==> src/rtl/user_data_check.sv <==
// user_data_check: read-side checker for the DDR loopback test (incrementing modulo-2^W counter)
// Ports:
//   sys_clk, sys_rst_n     clock (rising edge), asynchronous active-low reset
//   i_ddrc_init_done       DDR calibrated; pops are only issued while high
//   i_rd_test_ctrl         one-cycle pulse: start a run from IDLE/DONE, abort it from SYNC/CHECK
//   i_fifo_read_empty      read FIFO empty
//   o_fifo_read_en         FIFO pop strobe, one word per asserted cycle
//   i_fifo_read_data       FIFO data, valid RD_LATENCY cycles after the pop
//   o_check_busy           high in SYNC or CHECK
//   o_check_done           run completed; sticky until the next start or reset
//   o_check_pass           valid with o_check_done: no mismatches
//   o_err_cnt              saturating mismatch count for this run
//   o_word_cnt             words consumed this run, SYNC word included
//   o_first_err_exp/act    expected/received value at the first mismatch
module user_data_check #(
  parameter int USER_DATA_WIDTH = 8,
  parameter int CHECK_WORDS     = 1024,
  parameter int RD_LATENCY      = 1,
  parameter int ERR_CNT_WIDTH   = 16,
  parameter bit STOP_ON_ERR     = 1'b0
) (
  input  logic                       sys_clk,
  input  logic                       sys_rst_n,
  input  logic                       i_ddrc_init_done,
  input  logic                       i_rd_test_ctrl,
  input  logic                       i_fifo_read_empty,
  output logic                       o_fifo_read_en,
  input  logic [USER_DATA_WIDTH-1:0] i_fifo_read_data,
  output logic                       o_check_busy,
  output logic                       o_check_done,
  output logic                       o_check_pass,
  output logic [ERR_CNT_WIDTH-1:0]   o_err_cnt,
  output logic [31:0]                o_word_cnt,
  output logic [USER_DATA_WIDTH-1:0] o_first_err_exp,
  output logic [USER_DATA_WIDTH-1:0] o_first_err_act
);
  typedef enum logic [1:0] {IDLE, SYNC, CHECK, DONE} state_t;
  state_t r_state, w_next;
  logic [31:0] r_issued;
  logic [RD_LATENCY-1:0] r_vld;
  logic [RD_LATENCY:0] w_vld_shift;
  logic [USER_DATA_WIDTH-1:0] r_expected;
  logic w_run, w_run_next, w_consume, w_mismatch, w_finish;
  assign w_run = r_state == SYNC || r_state == CHECK;
  assign w_run_next = w_next == SYNC || w_next == CHECK;
  assign o_check_busy = w_run;
  assign o_fifo_read_en = w_run && i_ddrc_init_done && !i_fifo_read_empty && r_issued < 32'(CHECK_WORDS);
  // top bit of the shift is the valid flag of the word on i_fifo_read_data this cycle
  assign w_vld_shift = {r_vld, o_fifo_read_en};
  // an abort in the same cycle wins, so the word arriving with it is dropped
  assign w_consume = w_run && !i_rd_test_ctrl && w_vld_shift[RD_LATENCY];
  assign w_mismatch = r_state == CHECK && w_consume && i_fifo_read_data != r_expected;
  assign w_finish = r_state == CHECK && w_consume &&
                    (o_word_cnt + 32'd1 == 32'(CHECK_WORDS) || (STOP_ON_ERR && w_mismatch));
  always_comb begin
    w_next = r_state;
    if (!w_run)
      w_next = (i_rd_test_ctrl && i_ddrc_init_done) ? SYNC : r_state;
    else
      w_next = i_rd_test_ctrl ? IDLE : (r_state == SYNC && w_consume) ? CHECK : w_finish ? DONE : r_state;
  end
  always_ff @(posedge sys_clk or negedge sys_rst_n) begin
    if (!sys_rst_n) begin
      r_state         <= IDLE;
      r_issued        <= '0;
      r_vld           <= '0;
      r_expected      <= '0;
      o_check_done    <= 1'b0;
      o_check_pass    <= 1'b0;
      o_err_cnt       <= '0;
      o_word_cnt      <= '0;
      o_first_err_exp <= '0;
      o_first_err_act <= '0;
    end else begin
      r_state <= w_next;
      // leaving the run drops every word still in flight
      r_vld <= w_run_next ? w_vld_shift[RD_LATENCY-1:0] : '0;
      if (!w_run && w_next == SYNC) begin
        r_issued        <= '0;
        o_check_done    <= 1'b0;
        o_check_pass    <= 1'b0;
        o_err_cnt       <= '0;
        o_word_cnt      <= '0;
        o_first_err_exp <= '0;
        o_first_err_act <= '0;
      end else begin
        if (o_fifo_read_en)
          r_issued <= r_issued + 32'd1;
        // expected advances from the sync word independently of received data,
        // so one corrupt word is one error and does not disturb the following compares
        if (w_consume) begin
          o_word_cnt <= r_state == SYNC ? 32'd1 : o_word_cnt + 32'd1;
          r_expected <= r_state == SYNC ? i_fifo_read_data + USER_DATA_WIDTH'(1) : r_expected + USER_DATA_WIDTH'(1);
        end
        if (w_mismatch) begin
          o_err_cnt <= &o_err_cnt ? o_err_cnt : o_err_cnt + ERR_CNT_WIDTH'(1);
          if (o_err_cnt == '0) begin
            o_first_err_exp <= r_expected;
            o_first_err_act <= i_fifo_read_data;
          end
        end
        if (w_finish) begin
          o_check_done <= 1'b1;
          o_check_pass <= o_err_cnt == '0 && !w_mismatch;
        end
      end
    end
  end
endmodule

==> config.mk <==
export PLATFORM = sky130hd
export DESIGN_NAME = user_data_check
export DESIGN_NICKNAME = d
export VERILOG_FILES = /design/src/rtl/user_data_check.sv
export SDC_FILE = /design/constraint.sdc
export NUM_CORES = 1
export LEC_CHECK = 0
export BUFFER_PORTS_ARGS = -buffer_cell sky130_fd_sc_hd__buf_2
export CAP_MARGIN = 20
export CORE_ASPECT_RATIO = 0.75
export CORE_UTILIZATION = 58
export CTS_BUF_LIST = sky130_fd_sc_hd__clkbuf_16
export CTS_CLUSTER_DIAMETER = 60
export DETAILED_ROUTE_END_ITERATION = 10
export GPL_TIMING_DRIVEN = 1
export HOLD_SLACK_MARGIN = 0.15
export PLACE_DENSITY = 0.8
export SLEW_MARGIN = 20
export SYNTH_ARGS = -nofsm -noshare
export SYNTH_HDL_FRONTEND = slang
export SYNTH_SLANG_ARGS = --single-unit
==> constraint.sdc <==
create_clock -name sys_clk -period 4.9 [get_ports sys_clk]
set_clock_uncertainty 0.05 [all_clocks]
set_input_delay 0.49 -clock sys_clk [delete_from_list [all_inputs] [get_ports sys_clk]]
set_output_delay 0.49 -clock sys_clk [all_outputs]
set_load 0.05 [all_outputs]
## Word level (Yosys, flattened, before mapping)

Index checks and enable logic that the tools add are counted.

| word-level totals | value |
|---|---|
| bits in registers | 109 |
| bits in latches | 0 |
| RAM bits | 0 |
| ROM bits | 0 |
| input port bits | 13 |
| output and inout bits | 68 |
| logic and storage cells | 77 |
| memories kept | 0 |

| cells by class | value |
|---|---|
| add/sub/neg operators | 5 |
| $mul | 0 |
| div/mod/pow operators | 0 |
| magnitude comparators | 1 |
| equal/unequal tests | 7 |
| shift operators | 0 |
| muxes and demuxes | 25 |
| bitwise operators | 1 |
| reduce and logical (&&, ||, !) cells | 28 |

Operators by type and width:

| operator | number |
|---|---|
| 32-bit two-way mux | 5 |
| 32-bit by 1-bit adder with 32-bit output (second input constant) | 2 |
| 8-bit two-way mux | 7 |
| 16-bit two-way mux | 3 |
| 32-bit by 11-bit == test with 1-bit output (second input constant) | 1 |
| 32-bit by 11-bit < comparator with 1-bit output (second input constant) | 1 |
| 16-bit by 1-bit adder with 16-bit output (second input constant) | 1 |
| 8-bit by 1-bit adder with 8-bit output (second input constant) | 2 |
| 16-bit zero test | 1 |
| 16-bit AND reduction | 1 |
| 1-bit logical AND | 12 |
| 2-bit two-way mux | 5 |
| 2-bit nonzero test | 5 |
| 8-bit inequality test | 1 |
| 2-bit AND reduction | 3 |
| 1-bit two-way mux | 5 |
| 2-bit by 1-bit == test with 1-bit output (second input constant) | 2 |
| 2-bit == test (second input constant) | 2 |
| 1-bit zero test | 4 |
| 1-bit logical OR | 2 |
| 2-bit inequality test (second input constant) | 1 |
| 1-bit NOT | 1 |

## Depth between registers and ports, before layout

| depth | value |
|---|---|
| depth in word-level cells | 14 |
| depth in mapped cells | 18 |
| depth with buffers taken out | 15 |

## Worst setup path after synthesis

No wires, ideal clock.

| timing | value |
|---|---|
| path type | register -> register |
| start | register o_word_cnt[0] |
| end | register o_err_cnt[11] |
| setup time | 0.077 ns |
| arrival time | 4.304 ns |
| data required time | 4.773 ns |
| slack | 0.469 ns |
| stages on the path, launching flop included | 16 |
| path buffers | 1 |
| clock period less this slack | 4.431 ns |
| cells stage by stage | dfrtp_1 -> ha_1 -> nand3_1 -> or3_1 -> nor4_1 -> xnor2_1 -> o2111ai_2 -> nor3_1 -> a31o_1 -> ha_1 -> and2_1 -> buf_6 -> a21oi_1 -> or4_1 -> or3_1 -> a21oi_1 |

| on the way | value |
|---|---|
| word-level cells in the longest chain between the ends | 11 |
| elaborated cells between the ends (all ways) | 13 |
| classes of those cells | 1 x add/sub; 3 x eq/ne; 5 x mux; 4 x reduce/logical |

Ends and longest elaborated chain:

| element | RTL line | text |
|---|---|---|
| from (decl) | 33 | `output logic [31:0] o_word_cnt,` |
| from (signal assigned) | 92 | `o_word_cnt <= r_state == SYNC ? 32'd1 : o_word_cnt + 32'd1;` |
| 32-bit by 1-bit adder with 32-bit output * | 54 | `(o_word_cnt + 32'd1 == 32'(CHECK_WORDS) \|\| (STOP_ON_ERR && w_mismatch));` |
| 32-bit by 11-bit == test with 1-bit output * | 54 |  |
| 1-bit logical AND * | 53 | `assign w_finish = r_state == CHECK && w_consume &&` |
| 2-bit two-way mux * (3 in series) | 60 | `w_next = i_rd_test_ctrl ? IDLE : (r_state == SYNC && w_consume) ? CHECK : w_finish ? DONE : r_state;` |
| 2-bit two-way mux * | 57 | `if (!w_run)` |
| net w_next[0] | 38 | `state_t r_state, w_next;` |
| 2-bit by 1-bit == test with 1-bit output * | 78 | `if (!w_run && w_next == SYNC) begin` |
| 1-bit logical AND * | 78 |  |
| 2-bit inequality test (no line) or 2-bit nonzero test (tied branches) | - |  |
| 2-bit AND reduction (no line) | - |  |
| to (signal assigned) | 96 | `o_err_cnt <= &o_err_cnt ? o_err_cnt : o_err_cnt + ERR_CNT_WIDTH'(1);` |
| to (decl) | 32 | `output logic [ERR_CNT_WIDTH-1:0] o_err_cnt,` |

Mark *: on every way through the listed nets, which the timed path passes. The rest lies on a longest branch.
A chain may end at the register's enable or synchronous reset.

## Worst setup path in the final report

| timing | value |
|---|---|
| start | register o_word_cnt[0] |
| end | register o_err_cnt[15] |

Same word-level chain as after synthesis.

==> summary.txt <==
Status
  • Outcome: completed

Synthesis
  • Synth Instances: 670
  • Synth Register Bits: 109
  • Synth top area cells: dfrtp_1 45%, o21ai_0 6.4%, nand2_1 5.7%, xnor2_1 3.5%, xor2_1 2.9%
  • Simple-Gate Fraction of Synth Area: 26.4%
  • Top_reg_cell synth: dfrtp_1
  • Ys async rst share: 100%
  • Synth Area in Compound Gates: 15.2%
  • Adder-cell share of the synthesized area: 1.86%
  • Mean area per synthesized cell: 9.03 µm²
  • Post-synthesis mux area share: 0.869%
  • Largest family of logic cells by synthesized area: simple AND/OR/NAND/NOR gates
  • Synthesized cell area: 6050 µm²
  • Sequential share of the synthesized area: 45.1%
  • YS warnings: 0
  • Synth top area share: 45.1%
  • Synth cell types: 65
  • Xor/xnor share of the synthesized area: 6.37%
  • Post-synth top area cell: dfrtp_1
  • Number of enable flip-flop cells after synthesis: 0
  • Syn Nets: 692

Setup path
  • Reg-to-Reg End: o_err_cnt[15]$_DFFE_PN0P_
  • Worst Setup End Kind: flop
  • RR Startpoint: o_word_cnt[0]$_DFFE_PN0P_
  • Req. time, crit path: 5.13 ns
  • R2r setup slk: 0.22 ns
  • Cells on worst reg2reg path: 14
  • CP arrival: 4.91 ns
  • Worst setup SP type: flop
  • CP Max Fanout: 8
  • WS Path Type: flop to flop

Clocking
  • CTS tree: built
  • Root Driver: clkbuf_16
  • Worst-path clk slew: 0.08 ns
  • Htree depth: 3
  • Total CTS buffers: 9
  • Postcts setup bufs: 0
  • Num Clock Sinks: 109
  • PostCTS Resize Cnt: 0
  • Clk_lat worst skew: 0.35 ns
  • Hold buffer count at cts: 0
  • Clock Tree Buf Depth: 2

Global routing
  • Met3 usage: 7.13%
  • First-pass GRT wire length: 25100 µm
  • Global-route total usage across every layer: 29.0%
  • Met2 Track Usage GR: 43.2%
  • Largest net degree at the start of global routing: 78
  • Initial antenna violation count: 0
  • Vias in the first global route: 5006
  • Grt total ovfl: 0
  • Grt met1 use: 41.6%
  • GR peak layer: met2

Finish
  • Most common cell after layout, fill and taps aside: dfrtp_1
  • Fin cells: 872
  • Syn-to-layout area delta: 12.3%
  • ANT cells: 0
  • Total Nets Final: 757
  • Layout cells sized above 1: 16.9%
  • Most frequent cells in the layout: 109 x dfrtp_1, 92 x nand2_1, 79 x buf_2, 77 x o21ai_0, 46 x nor2_1
  • Finished Core Util: 68.7%

Floorplanning
  • Die height: 90.4 µm
  • Die area: 10800 µm²
  • Cell Rows: 31
  • Initial Util: 61.2%
  • X dimension of the die: 120 µm
  • CORE AREA: 9890 µm²
  • Top Ports: 81

Placement
  • GPL Wtd Cong: 0.960
  • Hpwl dp: 10400 µm
  • Port Buffers: 80
  • Cells after DPL: 856

Routing
  • WL per Instance: 17.0 µm
  • Residual DRC: 0
  • Initial DRC Count: 408
  • Post-DRT Antenna Nets: 0
  • Pre-antenna DRT Iters: 5
  • Via count: 5410
  • Via/cell ratio: 6.20
  • Final WL: 14800 µm

STA
  • F_max: 0.214 GHz
  • Worst rel slew slack: 31.5%
  • Final period util: 95.5%
  • Setup violations, final: 0
  • Hold Vio Cnt, Final: 0
  • Least-Margin Pin Slew: 1.03 ns
  • RSZ-0062 raised after global routing: false
  • Minimum clock period: 4.68 ns
  • Fin. max-slew vios: 0
  • Setup_tns: 0 ns

Worst hold path
  • Hold Path Class: primary input to asynchronous set/reset pin

Pwr
  • VDD IR max: 0.234 mV
  • Pwr/cell area: 363 nW/µm²
  • LEAKAGE: 3.13 nW

Run
  • Max-cap violation count: 0
[power breakdown]
| group | internal [W] | switching, W |
|---|---|---|
| Combinational | 0.000202 | 0.000501 |
| Sequential | 0.000944 | 0.0000617 |
| Clock | 0.000406 | 0.000350 |
[metrics by stage]
step / worst slack, ns / power [W] / hold WS [ns] / cell area [µm²]
finish: 0.220 / 0.00246 / 0.234 / 6790
global route: 0.00157 / 0.00259 / 0.292 / 6790
CTS: 0.351 / 0.00248 / 0.268 / 6790
detailed placement: 0.425 / 0.00172 / 0.424 / 6480
global placement: 0.731 / 0.00169 / 0.419 / 6480
floorplan: 0.469 / 0.00154 / 0.144 / 6050
[logic make-up (layout without fill, tap and decap cells)]
family / Yosys count / in the layout
AOI/OAI and AO/OA: 154 / 154
xor gates and xnor gates: 44 / 44
adders and majority gates: 9 / 9
buffers and inverters: 46 / 116
DFF: 109 / 109
muxes: 5 / 5
and+or+nand+nor: 303 / 303
[Yosys cell counts (all sizes together), types with 20 or more instances]
master  number
clkbuf      22
o21ai       77
nand2       94
xnor2       24
nor2        46
dfrtp      109
xor2        20
a21oi       25
nor3        21
nand4       21
nand3       28
and2        26
[worst max-delay path by stage]
stage | startpoint | to | slack, ns | depth (start not counted)
2_1_floorplan | o_word_cnt[0]$_DFFE_PN0P_ | o_err_cnt[11]$_DFFE_PN0P_ | 0.47 | 15
3_3_place_gp | o_word_cnt[0]$_DFFE_PN0P_ | o_err_cnt[15]$_DFFE_PN0P_ | 0.73 | 14
3_5_place_dp | o_word_cnt[0]$_DFFE_PN0P_ | o_err_cnt[15]$_DFFE_PN0P_ | 0.42 | 14
4_1_cts | o_word_cnt[0]$_DFFE_PN0P_ | o_err_cnt[15]$_DFFE_PN0P_ | 0.35 | 14
5_1_grt | o_word_cnt[0]$_DFFE_PN0P_ | o_err_cnt[15]$_DFFE_PN0P_ | 0.002 | 14
6_report | o_word_cnt[0]$_DFFE_PN0P_ | o_err_cnt[15]$_DFFE_PN0P_ | 0.22 | 14
[layer usage]
layer,share of wire (%),vias to the layer above
met1,44,2582
met2,45,269
met3,8.6,33
met5,0,-
li1,-,2526
met4,1.9,0
[layout make-up]
class                   count  area [µm²]
clock buffers               9         225
clock inverters             7        86.3
fillers                   810        3100
inverters                  11        41.3
multi-input cells         515        3070
flip-flops and latches    109        2730
well taps                 132         165
repair buffers             89         470
[critical path, stage by stage (launching register included)]
cell and delay [ns]:
dfrtp_1 0.50, ha_1 0.32, nand3_1 0.29, nor3_2 0.53, xnor2_1 0.11, a2111oi_0 0.42
o2111ai_1 0.30, nor3_1 0.39, a31o_1 0.23, ha_1 0.17, and2_1 0.16, a21oi_1 0.06
or4_1 0.57, or3_1 0.35, a21oi_1 0.15
[registers in the layout, summed over array words and instances, names as in the netlist]
signal	flops
r_issued	32
o_check_done	1
o_first_err_act	8
o_first_err_exp	8
o_word_cnt	32
r_vld	1
r_expected	8
o_check_pass	1
o_err_cnt	16
r_state	2
Power figures use the tool's default switching activity.
